$ cat config.mk
export PLATFORM = sky130hd
export DESIGN_NAME = keymem_req_arbiter_flat
export DESIGN_NICKNAME = d
export VERILOG_FILES = /design/src/rtl/keymem_pkg.sv /design/src/rtl/keymem_req_arbiter_if.sv /design/src/rtl/rr_arbiter.sv /design/src/rtl/keymem_req_arbiter.sv /design/src/flat_wrapper.sv
export SDC_FILE = /design/constraint.sdc
export NUM_CORES = 1
export LEC_CHECK = 0
export BUFFER_PORTS_ARGS = -buffer_cell sky130_fd_sc_hd__buf_2
export CORE_AREA = 8 8 269 271
export DETAILED_ROUTE_END_ITERATION = 6
export DIE_AREA = 0 0 277 279
export PLACE_DENSITY = 0.48
export REMOVE_ABC_BUFFERS = 1
export SLEW_MARGIN = 25
export SYNTH_ARGS = -nofsm -noshare
export SYNTH_HDL_FRONTEND = slang
export SYNTH_SLANG_ARGS = --single-unit
$ cat constraint.sdc
create_clock -name clk156 -period 23.9 [get_ports clk156]
set_input_delay 4.78 -clock clk156 [delete_from_list [all_inputs] [get_ports clk156]]
set_output_delay 4.78 -clock clk156 [all_outputs]
set_load 0.01 [all_outputs]
$ cat src/rtl/keymem_pkg.sv
// Shared definitions for the keymem lookup-port arbiter: FSM encodings, default
// bus widths and the abort counter width.
package keymem_pkg;

  localparam int unsigned KeyW    = 256;
  localparam int unsigned KeyIdW  = 32;
  localparam int unsigned TmoCntW = 16;

  typedef logic [1:0] state_t;

  localparam state_t StIdle  = 2'd0;
  localparam state_t StIssue = 2'd1;
  localparam state_t StWait  = 2'd2;
  localparam state_t StResp  = 2'd3;

  function automatic logic [TmoCntW-1:0] sat_inc(input logic [TmoCntW-1:0] v);
    return (&v) ? v : v + 1'b1;
  endfunction

endpackage

$ cat src/rtl/keymem_req_arbiter_if.sv
// Requester-side and keymem-side lookup signals of the arbiter, bundled.
// master = arbiter view, slave = requesters plus key memory.
interface keymem_req_arbiter_if #(
  parameter int unsigned NUM_REQ  = 4,
  parameter int unsigned KEY_ID_W = 32,
  parameter int unsigned KEY_W    = 256
);

  logic [NUM_REQ-1:0]          rq_key_req;
  logic [NUM_REQ*KEY_ID_W-1:0] rq_key_id;
  logic [NUM_REQ-1:0]          rq_key_ack;
  logic [NUM_REQ-1:0]          rq_key_err;
  logic [KEY_W-1:0]            rq_key;
  logic                        km_key_req;
  logic [KEY_ID_W-1:0]         km_key_id;
  logic                        km_key_ack;
  logic [KEY_W-1:0]            km_key;

  modport master (
    input  rq_key_req, rq_key_id, km_key_ack, km_key,
    output rq_key_ack, rq_key_err, rq_key, km_key_req, km_key_id
  );

  modport slave (
    output rq_key_req, rq_key_id, km_key_ack, km_key,
    input  rq_key_ack, rq_key_err, rq_key, km_key_req, km_key_id
  );

endinterface

$ cat src/rtl/rr_arbiter.sv
// Combinational round-robin pick: first set request at or after ptr_i, wrapping.
module rr_arbiter #(
  parameter int unsigned NUM_REQ = 4,
  parameter int unsigned PtrW    = $clog2(NUM_REQ)
) (
  input  logic [NUM_REQ-1:0] req_i,
  input  logic [PtrW-1:0]    ptr_i,
  output logic [NUM_REQ-1:0] gnt_o,
  output logic               valid_o
);

  always_comb begin
    gnt_o   = '0;
    valid_o = 1'b0;
    for (int i = 0; i < int'(NUM_REQ); i++) begin
      int            sum;
      logic [PtrW-1:0] idx;
      sum = int'(ptr_i) + i;
      if (sum >= int'(NUM_REQ)) begin
        sum = sum - int'(NUM_REQ);
      end
      idx = PtrW'(sum);
      if (!valid_o && req_i[idx]) begin
        gnt_o[idx] = 1'b1;
        valid_o    = 1'b1;
      end
    end
  end

endmodule

$ cat src/rtl/keymem_req_arbiter.sv
// Shares one keymem lookup port among NUM_REQ requesters: round-robin grant,
// one lookup in flight, watchdog abort with a saturating abort counter.
module keymem_req_arbiter
  import keymem_pkg::*;
#(
  parameter int unsigned NUM_REQ  = 4,
  parameter int unsigned KEY_ID_W = KeyIdW,
  parameter int unsigned KEY_W    = KeyW,
  parameter int unsigned TIMEOUT  = 1023
) (
  input  logic                 clk156,
  input  logic                 areset_clk156,
  keymem_req_arbiter_if.master bus,
  output logic                 busy,
  output logic [TmoCntW-1:0]   timeout_count
);

  localparam int unsigned IdxW = $clog2(NUM_REQ);

  state_t              state_q, state_d;
  logic [IdxW-1:0]     gnt_idx_q, gnt_idx_d;
  logic [IdxW-1:0]     ptr_q, ptr_d;
  logic [KEY_ID_W-1:0] id_q, id_d;
  logic [KEY_W-1:0]    key_q, key_d;
  logic                err_q, err_d;
  logic [TmoCntW-1:0]  wdog_q, wdog_d;
  logic [TmoCntW-1:0]  tmo_cnt_q, tmo_cnt_d;

  logic [NUM_REQ-1:0]  gnt;
  logic                gnt_valid;
  logic [IdxW-1:0]     gnt_idx;
  logic [KEY_ID_W-1:0] gnt_id;
  logic                expired;

  rr_arbiter #(
    .NUM_REQ (NUM_REQ),
    .PtrW    (IdxW)
  ) u_rr_arbiter (
    .req_i   (bus.rq_key_req),
    .ptr_i   (ptr_q),
    .gnt_o   (gnt),
    .valid_o (gnt_valid)
  );

  always_comb begin
    gnt_idx = '0;
    gnt_id  = '0;
    for (int i = 0; i < int'(NUM_REQ); i++) begin
      if (gnt[i]) begin
        gnt_idx = IdxW'(i);
        gnt_id  = bus.rq_key_id[i*KEY_ID_W +: KEY_ID_W];
      end
    end
  end

  // wdog_q counts completed WAIT cycles, so this is the TIMEOUT-th WAIT cycle.
  assign expired = (wdog_q == TmoCntW'(TIMEOUT - 1));

  always_comb begin
    state_d   = state_q;
    gnt_idx_d = gnt_idx_q;
    ptr_d     = ptr_q;
    id_d      = id_q;
    key_d     = key_q;
    err_d     = err_q;
    wdog_d    = wdog_q;
    tmo_cnt_d = tmo_cnt_q;
    unique case (state_q)
      StIdle: begin
        if (gnt_valid) begin
          gnt_idx_d = gnt_idx;
          id_d      = gnt_id;
          state_d   = StIssue;
        end
      end
      StIssue: begin
        wdog_d  = '0;
        err_d   = 1'b0;
        state_d = StWait;
      end
      StWait: begin
        if (bus.km_key_ack) begin
          key_d   = bus.km_key;
          err_d   = 1'b0;
          state_d = StResp;
        end else if (expired) begin
          key_d     = '0;
          err_d     = 1'b1;
          tmo_cnt_d = sat_inc(tmo_cnt_q);
          state_d   = StResp;
        end else begin
          wdog_d = wdog_q + 1'b1;
        end
      end
      StResp: begin
        ptr_d   = (gnt_idx_q == IdxW'(NUM_REQ - 1)) ? '0 : gnt_idx_q + 1'b1;
        key_d   = '0;
        err_d   = 1'b0;
        state_d = StIdle;
      end
      default: state_d = StIdle;
    endcase
  end

  always_ff @(posedge clk156 or posedge areset_clk156) begin
    if (areset_clk156) begin
      state_q   <= StIdle;
      gnt_idx_q <= '0;
      ptr_q     <= '0;
      id_q      <= '0;
      key_q     <= '0;
      err_q     <= 1'b0;
      wdog_q    <= '0;
      tmo_cnt_q <= '0;
    end else begin
      state_q   <= state_d;
      gnt_idx_q <= gnt_idx_d;
      ptr_q     <= ptr_d;
      id_q      <= id_d;
      key_q     <= key_d;
      err_q     <= err_d;
      wdog_q    <= wdog_d;
      tmo_cnt_q <= tmo_cnt_d;
    end
  end

  always_comb begin
    bus.rq_key_ack = '0;
    if (state_q == StResp) begin
      bus.rq_key_ack[gnt_idx_q] = 1'b1;
    end
    bus.rq_key_err = bus.rq_key_ack & {NUM_REQ{err_q}};
  end

  assign bus.rq_key     = key_q;
  assign bus.km_key_req = (state_q == StIssue);
  assign bus.km_key_id  = id_q;
  assign busy           = (state_q != StIdle);
  assign timeout_count  = tmo_cnt_q;

endmodule

$ cat src/flat_wrapper.sv
// flat-port wrapper written by rule: the top's interface ports become plain ports
module keymem_req_arbiter_flat import keymem_pkg::*;
#(
  parameter int unsigned NUM_REQ  = 4,
  parameter int unsigned KEY_ID_W = KeyIdW,
  parameter int unsigned KEY_W    = KeyW,
  parameter int unsigned TIMEOUT  = 1023
)
  (clk156, areset_clk156, busy, timeout_count, bus_rq_key_req, bus_rq_key_id, bus_km_key_ack, bus_km_key, bus_rq_key_ack, bus_rq_key_err, bus_rq_key, bus_km_key_req, bus_km_key_id);
  keymem_req_arbiter_if #(.NUM_REQ(NUM_REQ), .KEY_ID_W(KEY_ID_W), .KEY_W(KEY_W)) bus_i ();
  input  logic clk156;
  input  logic areset_clk156;
  output logic busy;
  output logic [TmoCntW-1:0] timeout_count;
  input wire logic [$bits(bus_i.rq_key_req)-1:0] bus_rq_key_req;
  input wire logic [$bits(bus_i.rq_key_id)-1:0] bus_rq_key_id;
  input wire logic [$bits(bus_i.km_key_ack)-1:0] bus_km_key_ack;
  input wire logic [$bits(bus_i.km_key)-1:0] bus_km_key;
  output wire logic [$bits(bus_i.rq_key_ack)-1:0] bus_rq_key_ack;
  output wire logic [$bits(bus_i.rq_key_err)-1:0] bus_rq_key_err;
  output wire logic [$bits(bus_i.rq_key)-1:0] bus_rq_key;
  output wire logic [$bits(bus_i.km_key_req)-1:0] bus_km_key_req;
  output wire logic [$bits(bus_i.km_key_id)-1:0] bus_km_key_id;
  assign bus_i.rq_key_req = bus_rq_key_req;
  assign bus_i.rq_key_id = bus_rq_key_id;
  assign bus_i.km_key_ack = bus_km_key_ack;
  assign bus_i.km_key = bus_km_key;
  assign bus_rq_key_ack = bus_i.rq_key_ack;
  assign bus_rq_key_err = bus_i.rq_key_err;
  assign bus_rq_key = bus_i.rq_key;
  assign bus_km_key_req = bus_i.km_key_req;
  assign bus_km_key_id = bus_i.km_key_id;
  keymem_req_arbiter #(.NUM_REQ(NUM_REQ), .KEY_ID_W(KEY_ID_W), .KEY_W(KEY_W), .TIMEOUT(TIMEOUT)) u_core (.clk156(clk156), .areset_clk156(areset_clk156), .bus(bus_i), .busy(busy), .timeout_count(timeout_count));
endmodule
Yosys cells after proc, flatten, opt, wreduce, memory -nomap -nowiden
Cells that the tools add are included.
{"block": "word_totals", "word_cells": 123, "out_inout_bits": 314, "input_bits": 391, "register_bits": 327}
{"block": "op_classes", "order_cmp": 14, "mux": 52, "n_eq_ne": 9, "n_reduce_logical": 24, "bitwise": 6, "addsub": 10}
{"op": "$mux W256", "count": 2}
{"op": "$pmux W256 S2", "count": 1}
{"op": "$mux W32", "count": 4}
{"op": "$add A16 B1 Y16 const B", "count": 2}
{"op": "$mux W16", "count": 2}
{"op": "$pmux W16 S2", "count": 1}
{"op": "$mux W2", "count": 10}
{"op": "$mux W4", "count": 5}
{"op": "$eq A16 B10 Y1 const B", "count": 1}
{"op": "$mux W1", "count": 16}
{"op": "$reduce_and A16 Y1", "count": 1}
{"op": "$lt A2 B3 Y1 const B", "count": 5}
{"op": "$or A4 B4 Y4", "count": 3}
{"op": "$demux W1 S2", "count": 5}
{"op": "$ge A2 B1 Y1 const B", "count": 5}
{"op": "$ge A3 B3 Y1 const B", "count": 3}
{"op": "$bmux W1 S2", "count": 4}
{"op": "$logic_and A1 B1 Y1", "count": 8}
{"op": "$pmux W2 S4", "count": 1}
{"op": "$reduce_and A2 Y1", "count": 4}
{"op": "$reduce_bool A2 Y1", "count": 4}
{"op": "$sub A2 B1 Y2 const B", "count": 4}
{"op": "$add A2 B2 Y3 const B", "count": 2}
{"op": "$eq A2 B2 Y1 const B", "count": 3}
{"op": "other kinds (15)", "count": 19}

Logic depth before layout (Yosys ltp)
Gate-level depths: netlist (run 1).
{"block": "logic_depth", "depth_word": 18, "depth_mapped": 12, "depth_no_buf": 8}

Hierarchy
Synthesis (run 1) repeated with hierarchy kept, for this count alone.
{"block": "hier_totals", "hier_cells": 1605, "hier_area_um2": 14567.7}
{"mod": "keymem_req_arbiter", "area_per_inst_um2": 14059.7, "cells_each": 1543, "seq_area_each_um2": 8182.8, "n_inst": 1}
{"mod": "rr_arbiter", "area_per_inst_um2": 508.0, "cells_each": 62, "seq_area_each_um2": 0.0, "n_inst": 1}

Worst setup path after synthesis (run 1)
Ideal clock, no wire load.
{"block": "synth_path", "path_type": "in2reg", "from": "input bus_rq_key_req[0]", "to": "register u_core.id_q[28] (netlist: u_core.bus.km_key_id[28])", "t_required_ns": 23.765, "path_slack_ns": 16.908, "arrival_time_ns": 6.857, "path_buffers": 3, "setup_time_ns": 0.135, "cell_stages": 8, "path_cell_list": "buf_2 > mux4_2 > a32o_2 > or4_4 > buf_6 > nor3b_4 > buf_6 > a32oi_1"}
{"block": "synth_between", "elab_chain_len": 16, "elab_cells_between_ends": 30, "classes_between": "mux (20); bitwise (3); reduce/logical (7)"}
{"item": "start, declared", "line_no": "flat_wrapper.sv:15", "text": "input wire logic [$bits(bus_i.rq_key_req)-1:0] bus_rq_key_req;"}
{"item": "$bmux W1 S2", "line_no": "rr_arbiter.sv:23", "text": "if (!valid_o && req_i[idx]) begin"}
{"item": "$mux W1 (not written as such)", "line_no": "rr_arbiter.sv:23"}
{"item": "$mux W1", "line_no": "rr_arbiter.sv:23"}
{"item": "$logic_not A1 Y1", "line_no": "rr_arbiter.sv:23"}
{"item": "$logic_and A1 B1 Y1", "line_no": "rr_arbiter.sv:23"}
{"item": "$mux W1", "line_no": "rr_arbiter.sv:23"}
{"item": "$logic_not A1 Y1", "line_no": "rr_arbiter.sv:23"}
{"item": "$logic_and A1 B1 Y1", "line_no": "rr_arbiter.sv:23"}
{"item": "$mux W1", "line_no": "rr_arbiter.sv:23"}
{"item": "$logic_not A1 Y1", "line_no": "rr_arbiter.sv:23"}
{"item": "$logic_and A1 B1 Y1", "line_no": "rr_arbiter.sv:23"}
{"item": "$mux W4", "line_no": "rr_arbiter.sv:23"}
{"item": "$mux W32 (4 in series)", "line_no": "keymem_req_arbiter.sv:49", "text": "if (gnt[i]) begin"}
{"item": "end signal, assigned", "line_no": "keymem_req_arbiter.sv:119", "text": "id_q <= id_d;"}
{"item": "end, declared", "line_no": "keymem_req_arbiter.sv:23", "text": "logic [KEY_ID_W-1:0] id_q, id_d;"}
Several ways; a longest one is shown, not always the timed one. The select of a mux whose other input is x is not followed.
A chain may end at the register's enable or synchronous reset.

Worst setup path in the final report (run 1)
{"block": "layout_path", "from": "input bus_km_key_ack", "to": "register u_core.key_q[22] (netlist: u_core.bus.rq_key[22])"}
{"block": "layout_between", "elab_chain_len": 2, "elab_cells_between_ends": 4, "classes_between": "eq/ne (1); mux (2); reduce/logical (1)"}
{"item": "start, declared", "line_no": "flat_wrapper.sv:17", "text": "input wire logic [$bits(bus_i.km_key_ack)-1:0] bus_km_key_ack;"}
{"item": "$mux W256 or $ne A3 B2 Y1 (tied branches)"}
{"item": "$pmux W256 S2 or $reduce_and A2 Y1 (tied branches)"}
{"item": "end signal, assigned", "line_no": "keymem_req_arbiter.sv:120", "text": "key_q <= key_d;"}
{"item": "end, declared", "line_no": "keymem_req_arbiter.sv:24", "text": "logic [KEY_W-1:0] key_q, key_d;"}
Several ways; a longest one is shown, not always the timed one.

==> flow_metrics.env, run 1 <==
export IMPL_ff2ff_setup_slack_ns=19.10
export IMPL_std_cell_rows=96
export IMPL_synth_cell_area_sq_mm=0.0150
export IMPL_maximum_capacitance_violations=0
export IMPL_fin_worst_skew_ns=0.0257
export IMPL_ctsLongestPathBuffers=3
export IMPL_detail_route_first_pass_iterations=5
export IMPL_drt_wl_total_um=60700
export IMPL_leakagePower_nw=10.4
export IMPL_area_growth_pct=37.3
export IMPL_r2r_end="u_core.bus.rq_key[22]"
export IMPL_synth_largest_area_cell="sky130_fd_sc_hd__dfrtp_1"
export IMPL_number_of_global_route_vias_before_repair=15260
export IMPL_critical_path_required_ns=24.37
export IMPL_grt_overflow=0
export IMPL_yosys_most_used_dff="sky130_fd_sc_hd__dfrtp_1"
export IMPL_cts_root_buf="sky130_fd_sc_hd__clkbuf_16"
export IMPL_cp_arrival_ns=8.77
export IMPL_route_antenna_remaining_nets=0
export IMPL_rsz0062_at_grt="false"
export IMPL_synth_edf_count=0
export IMPL_total_power_mw=2.86
export IMPL_chipWidth_um=277
export IMPL_synthArstFlopShare=1.00
export IMPL_post_drt_via_cell_ratio=4.51
export IMPL_globalplace_congestion=0.833
export IMPL_post_route_worst_setup_slack_ns=15.60
export IMPL_tritoncts="built"
export IMPL_route_detailed_wl_per_inst_um=18.8
export IMPL_final_period_minus_worst_setup_slack_ns=8.30
export IMPL_cp_endpoint="u_core.bus.rq_key[22]"
export IMPL_powerDensity_mw_per_mm2=139
export IMPL_endpoint_kind="register"
export IMPL_filler_instances=7339
export IMPL_cts_hold_buffers=0
export IMPL_clock_fmax_mhz=120
export IMPL_grt_pass1_wl_um=93000
export IMPL_postCtsSetupRepairBufs=0
export IMPL_initialDrtViolationCount=891
export IMPL_cts_max_level=2
export IMPL_vdd_ir_drop_worst_mv=0.0809
export IMPL_cts_buffers=40
export IMPL_worst_r2r_cell_count=11
export IMPL_grt_start_max_net_pins=140
export IMPL_layout_nets=2721
export IMPL_worst_path_max_fanout=103
export IMPL_routed_via_count=14569
export IMPL_synthesis_yosys_warnings=0
export IMPL_critPathMaxStageDelay_ns=0.84
export IMPL_final_setup_tns_ns=0
export IMPL_ys_seq_elements=327
export IMPL_floorplan_io_pins=705
export IMPL_critical_path_reg2reg_startpoint="u_core.state_q[0]"
export IMPL_synth_top_cells_by_area="sky130_fd_sc_hd__dfrtp_1 (54%), sky130_fd_sc_hd__nand2_1 (14%), sky130_fd_sc_hd__o21ai_1 (8.7%)"
export IMPL_post_synth_num_cell_types=58
export IMPL_yosys_top_cells_count="sky130_fd_sc_hd__nand2_1 (570), sky130_fd_sc_hd__dfrtp_1 (327), sky130_fd_sc_hd__o21ai_1 (260), sky130_fd_sc_hd__clkbuf_1 (118), sky130_fd_sc_hd__inv_1 (45)"
export IMPL_detailed_place_hpwl_um=44400
export IMPL_post_synth_inst_count=1686
export IMPL_setup_worst_path_class="input pin to register"
export IMPL_die_area_sq_mm=0.0773
export IMPL_cpMostUsedCell="sky130_fd_sc_hd__buf_4"
export IMPL_critPathSlowestCell="sky130_fd_sc_hd__buf_4"
export IMPL_worst_setup_path_startpoint="bus_km_key_ack"
export IMPL_final_max_slew_violation_count=0
export IMPL_initial_utilization=0.221
export IMPL_port_buffers=704
export IMPL_critPathLaunchType="input pin"
export IMPL_hold_class="register to register"
export IMPL_core_area_sq_mm=0.0680
export IMPL_cts_reportedPaths_clkPinSlew_ns=0.06
export IMPL_status="complete, no violations"
export IMPL_max_slew_margin=0.341
export IMPL_grt_antenna_before_repair=15
export IMPL_timing_critical_path_cells="buf_2, nor2b_1, o21ai_1, o21ai_4, buf_4, buf_4, buf_4, buf_4, nand2_1, o21ai_1"
export IMPL_post_cts_resized=0
export IMPL_worst_pin_slew_ns=0.985
export IMPL_worst_setup_slack_post_dpl_ns=14.98
export IMPL_ratio_of_cells_with_drive_above_1_in_the_final_layout=0.345
export IMPL_cts_sink_count=327
export IMPL_yosys_cell_count_top_type="sky130_fd_sc_hd__nand2_1"
export IMPL_synthDominantCellAreaShare=0.544
export IMPL_postSynthAreaPerCell_sq_um=8.92
export IMPL_timing_final_crit_share=0.347
export IMPL_finalHoldViolCount=0
export IMPL_final_setup_viol_count=0
export IMPL_worst_hold_slack_ns=0.477
export IMPL_drcViolationCount=0
export IMPL_grtUsageTotal=0.149
export IMPL_synth_seq_area_share=0.544
export IMPL_worst_skew_pair_late_latency_ns=0.54
export IMPL_die_height_um=279
==> routing by layer <==
metal	global-route usage	part of all wire	vias to the layer above
met1	0.175	0.40	6848
met2	0.261	0.50	584
met5	0	0.00081	-
met4	0.0417	0.023	8
met3	0.0463	0.082	96
li1	-	-	7033
==> metrics by stage <==
stage               area (sq um)  utilization  instances
finish                     20600        0.304       3228
global route               20600        0.304       3226
CTS                        20600        0.303       3218
detailed placement         19300        0.284       3152
global placement           19300        0.284       3152
floorplan                  14500            -       1544
==> worst min-delay path by stage <==
stage	cells after the start	start	to
2_1_floorplan	2	u_core.err_q	u_core.err_q
3_3_place_gp	2	u_core.bus.rq_key[66]	u_core.bus.rq_key[66]
3_5_place_dp	2	u_core.bus.rq_key[154]	u_core.bus.rq_key[154]
4_1_cts	2	u_core.bus.rq_key[154]	u_core.bus.rq_key[154]
5_1_grt	2	u_core.bus.rq_key[209]	u_core.bus.rq_key[209]
6_report	2	u_core.bus.rq_key[140]	u_core.bus.rq_key[140]
==> power breakdown <==
group / switching, mW / internal (mW) / leakage [nW] / total, mW
clock: 0.246 / 0.359 / 0.639 / 0.606
sequential: 0.140 / 0.808 / 4.30 / 0.949
combinational: 0.875 / 0.435 / 5.42 / 1.31
==> cell type report <==
cell class	instances	area [sq um]	share of cell area
sequential	327	8180	0.396
multi-input combinational	1170	6150	0.298
timing repair buffer	726	3700	0.179
clock buffer	55	1160	0.0561
tap	882	1100	0.0535
inverter	47	184	0.00891
clock inverter	11	136	0.00661
antenna	10	25.0	0.00121
==> sequential cells by signal (all words and copies together) (netlist names) <==
register,cells
u_core.state_q,2
u_core.timeout_count,16
u_core.err_q,1
u_core.ptr_q,2
u_core.wdog_q,16
u_core.bus.km_key_id,32
u_core.bus.rq_key,256
u_core.gnt_idx_q,2
==> cells in the final DEF, fill, tap and decap left out, drive strengths merged, types with 10 or more instances in the layout <==
master | synthesis | layout
xnor2 | 13 | 13
o21ai | 295 | 295
o311ai | 32 | 32
xor2 | 17 | 17
dfrtp | 327 | 327
a32oi | 33 | 33
and3 | 11 | 11
diode | 0 | 10
nand4 | 10 | 10
buf | 24 | 726
nand2 | 570 | 570
nor2 | 27 | 27
ha | 18 | 18
o41ai | 33 | 33
clkbuf | 118 | 55
inv | 46 | 47
o2111ai | 34 | 34
==> kinds of logic after synthesis <==
family	after synthesis	share of synthesized area
AO/OA/AOI/OAI	450	0.188
XOR/XNOR	30	0.0175
adder cells (fa/ha/maj)	18	0.0150
buffers and inverters	189	0.0507
flip-flops	327	0.544
multiplexers	8	0.00632
AND/OR/NAND/NOR	664	0.178
==> critical path, delay by kind of cell <==
| family | cells | cell delay, ns |
|---|---|---|
| simple gates | 2 | 0.34 |
| buf+inv | 5 | 2.80 |
| compound gates | 3 | 0.70 |
No activity file was read; power rests on OpenSTA's default activity.
==> inputs of run 2 (changes only) <==
--- a/config.mk
+++ b/config.mk
@@ -5,11 +5,12 @@
 export SDC_FILE = /design/constraint.sdc
 export NUM_CORES = 1
 export LEC_CHECK = 0
+export ABC_AREA = 1
 export BUFFER_PORTS_ARGS = -buffer_cell sky130_fd_sc_hd__buf_2
-export CORE_AREA = 8 8 269 271
+export CORE_AREA = 8 8 266 268
 export DETAILED_ROUTE_END_ITERATION = 6
-export DIE_AREA = 0 0 277 279
-export PLACE_DENSITY = 0.48
+export DIE_AREA = 0 0 274 276
+export PLACE_DENSITY = 0.5
 export REMOVE_ABC_BUFFERS = 1
 export SLEW_MARGIN = 25
 export SYNTH_ARGS = -nofsm -noshare
==> constraint.sdc (replaced) <==
create_clock -name clk156 -period 7.7 [get_ports clk156]
set_input_delay 1.54 -clock clk156 [delete_from_list [all_inputs] [get_ports clk156]]
set_output_delay 1.54 -clock clk156 [all_outputs]
set_load 0.01 [all_outputs]
==> run 2 against run 1 <==
  * First-iteration DRC count decreased by 7.2%
  * Critical endpoint is now u_core.bus.km_key_id[31]
  * Highest routed layer unchanged
  * Worst hold slack better by 0.0085 ns
  * Power grew to 3.2 times the previous value
  * Clock power grew to 3.1 times the previous value
  * Critical path type unchanged
==> flow_metrics.env, run 2 <==
export IMPL_cts_root_buf="sky130_fd_sc_hd__clkbuf_16"
export IMPL_die_height_um=276
export IMPL_final_period_minus_worst_setup_slack_ns=3.37
export IMPL_finalHoldViolCount=0
export IMPL_grt_start_max_net_pins=227
export IMPL_die_area_sq_mm=0.0756
export IMPL_post_cts_resized=0
export IMPL_synth_seq_area_share=0.529
export IMPL_clock_fmax_mhz=297
export IMPL_grt_overflow=0
export IMPL_cts_reportedPaths_clkPinSlew_ns=0.06
export IMPL_synthesis_yosys_warnings=0
export IMPL_synth_edf_count=0
export IMPL_filler_instances=7242
export IMPL_route_antenna_remaining_nets=0
export IMPL_max_slew_margin=0.276
export IMPL_layout_commonest_cell="sky130_fd_sc_hd__buf_2"
export IMPL_status="complete, no violations"
export IMPL_final_max_slew_violation_count=0
export IMPL_number_of_global_route_vias_before_repair=14765
export IMPL_leakagePower_nw=10.9
export IMPL_initial_utilization=0.233
export IMPL_post_drt_via_cell_ratio=4.27
export IMPL_area_growth_pct=35.3
export IMPL_synth_cell_area_sq_mm=0.0155
export IMPL_postCtsSetupRepairBufs=0
export IMPL_drt_wl_total_um=59400
export IMPL_powerDensity_mw_per_mm2=432
export IMPL_yosys_cell_count_top_type="sky130_fd_sc_hd__nand3_1"
export IMPL_maximum_capacitance_violations=0
export IMPL_final_setup_viol_count=0
export IMPL_layout_nets=2886
export IMPL_finalNonFillerCells=3387
export IMPL_layout_cells_most_common_list="sky130_fd_sc_hd__buf_2 (704), sky130_fd_sc_hd__nand3_1 (354), sky130_fd_sc_hd__dfrtp_1 (327)"
export IMPL_port_buffers=704
export IMPL_route_detailed_wl_per_inst_um=17.5
export IMPL_timing_final_crit_share=0.437
export IMPL_detailed_place_hpwl_um=43900
export IMPL_ratio_of_cells_with_drive_above_1_in_the_final_layout=0.323
export IMPL_synthDominantCellAreaShare=0.529
export IMPL_largest_register_ff_count=256
export IMPL_worst_skew_pair_late_latency_ns=0.55
export IMPL_tritoncts="built"
export IMPL_timing_critical_path_cells="buf_2, nand2_1, nand3_2, nand2_4, nand2_4, nor2_4, nand3_1, nand2_2, inv_2, nand2_1, nor2_1, a21oi_1"
export IMPL_critPathMaxStageDelay_ns=0.57
export IMPL_cts_hold_buffers=0
export IMPL_critPathSlowestCell="sky130_fd_sc_hd__nand2_2"
export IMPL_cts_sink_count=327
export IMPL_cp_arrival_ns=3.83
export IMPL_critPathLaunchType="input pin"
export IMPL_grt_pass1_wl_um=89800
export IMPL_ctsLongestPathBuffers=3
export IMPL_fin_worst_skew_ns=0.0176
export IMPL_chipWidth_um=274
export IMPL_floorplan_io_pins=705
export IMPL_initialDrtViolationCount=827
export IMPL_synthArstFlopShare=1.00
export IMPL_routed_via_count=14464
export IMPL_total_power_mw=9.04
export IMPL_worst_path_max_fanout=35
export IMPL_numPlacedInstances=3308
export IMPL_cts_buffers=40
export IMPL_yosys_most_used_dff="sky130_fd_sc_hd__dfrtp_1"
export IMPL_drcViolationCount=0
export IMPL_core_area_sq_mm=0.0666
export IMPL_cts_max_level=2
export IMPL_detail_route_first_pass_iterations=5
export IMPL_critical_path_required_ns=8.16
export IMPL_grtUsageTotal=0.149
export IMPL_synth_largest_area_cell="sky130_fd_sc_hd__dfrtp_1"
export IMPL_ys_seq_elements=327
export IMPL_setup_worst_path_class="input pin to register"
export IMPL_endpoint_kind="register"
export IMPL_worst_pin_slew_ns=1.09
export IMPL_synth_top_cells_by_area="sky130_fd_sc_hd__dfrtp_1 (53%), sky130_fd_sc_hd__nand3_1 (11%), sky130_fd_sc_hd__o21ai_0 (8.7%)"
export IMPL_grt_antenna_before_repair=18
export IMPL_rsz0062_at_grt="false"
export IMPL_post_synth_inst_count=1836
export IMPL_vdd_ir_drop_worst_mv=0.516
export IMPL_post_synth_num_cell_types=40
export IMPL_std_cell_rows=95
export IMPL_hold_class="register to register"
export IMPL_yosys_top_cells_count="sky130_fd_sc_hd__nand3_1 (354), sky130_fd_sc_hd__dfrtp_1 (327), sky130_fd_sc_hd__inv_1 (301), sky130_fd_sc_hd__o21ai_0 (268), sky130_fd_sc_hd__nand2_1 (263)"
export IMPL_globalplace_congestion=0.823
export IMPL_postSynthAreaPerCell_sq_um=8.43
## run 2: worst paths after layout
kind	start	endpoint	slack, ns	depth (start not counted)
max	bus_rq_key_req[3]	u_core.bus.km_key_id[31]	4.33	12
min	u_core.wdog_q[3]	u_core.wdog_q[3]	0.49	1
max reg2reg	u_core.ptr_q[0]	u_core.bus.km_key_id[31]	4.37	13
min reg2reg	u_core.wdog_q[3]	u_core.wdog_q[3]	0.49	1
max in group asynchronous	areset_clk156	u_core.ptr_q[1]	5.09	3
min in group asynchronous	areset_clk156	u_core.bus.rq_key[39]	1.17	2
## run 2: logic make-up after synthesis
kind of cell               share of synthesized area
and+or+nand+nor                                0.209
buffers and inverters                          0.117
AOI/OAI and AO/OA                              0.119
DFF                                            0.529
xor gates and xnor gates                      0.0119
adders and majority gates                     0.0145
muxes                                       0.000727
## run 2: critical path: cells and delay by family
family                 cells  cell delay [ns]
and+or+nand+nor            9             1.57
AOI/OAI and AO/OA          1             0.11
buffers and inverters      2             0.60
## run 2: area by class of cell
class,instances,area (sq um),area share
well taps,873,1090,0.0522
diodes,7,17.5,0.000837
flip-flops and latches,327,8180,0.391
clock inverters,11,103,0.00490
repair buffers,715,3660,0.175
multi-input cells,1084,5510,0.263
clock buffers,61,1210,0.0579
inverters,309,1170,0.0559
## run 2: layer usage
metal | vias up | GRT usage | wire, um
met5 | - | 0 | 99
met1 | 6622 | 0.172 | 23600
met4 | 16 | 0.0445 | 1650
li1 | 7196 | - | -
met3 | 101 | 0.0519 | 5300
met2 | 529 | 0.257 | 28800
## run 2: stage by stage
step	setup slack [ns]	setup TNS, ns	cell area [sq um]	util	hold slack (ns)
2_1_floorplan	-2.89	-1521.89	14800	-	0.456
3_3_place_gp	3.63	0	19600	0.294	0.480
3_5_place_dp	3.58	0	19600	0.294	0.482
4_1_cts	4.09	0	20900	0.314	0.490
5_1_grt	3.99	0	20900	0.315	0.505
6_report	4.33	0	20900	0.315	0.485
## run 2: power breakdown
group          leakage, nW  switching [mW]  total (mW)  internal [mW]
clock                0.651           0.758        1.88           1.12
sequential            4.33           0.410        2.89           2.48
combinational         5.94            2.93        4.27           1.34
total                 10.9            4.10        9.04           4.94
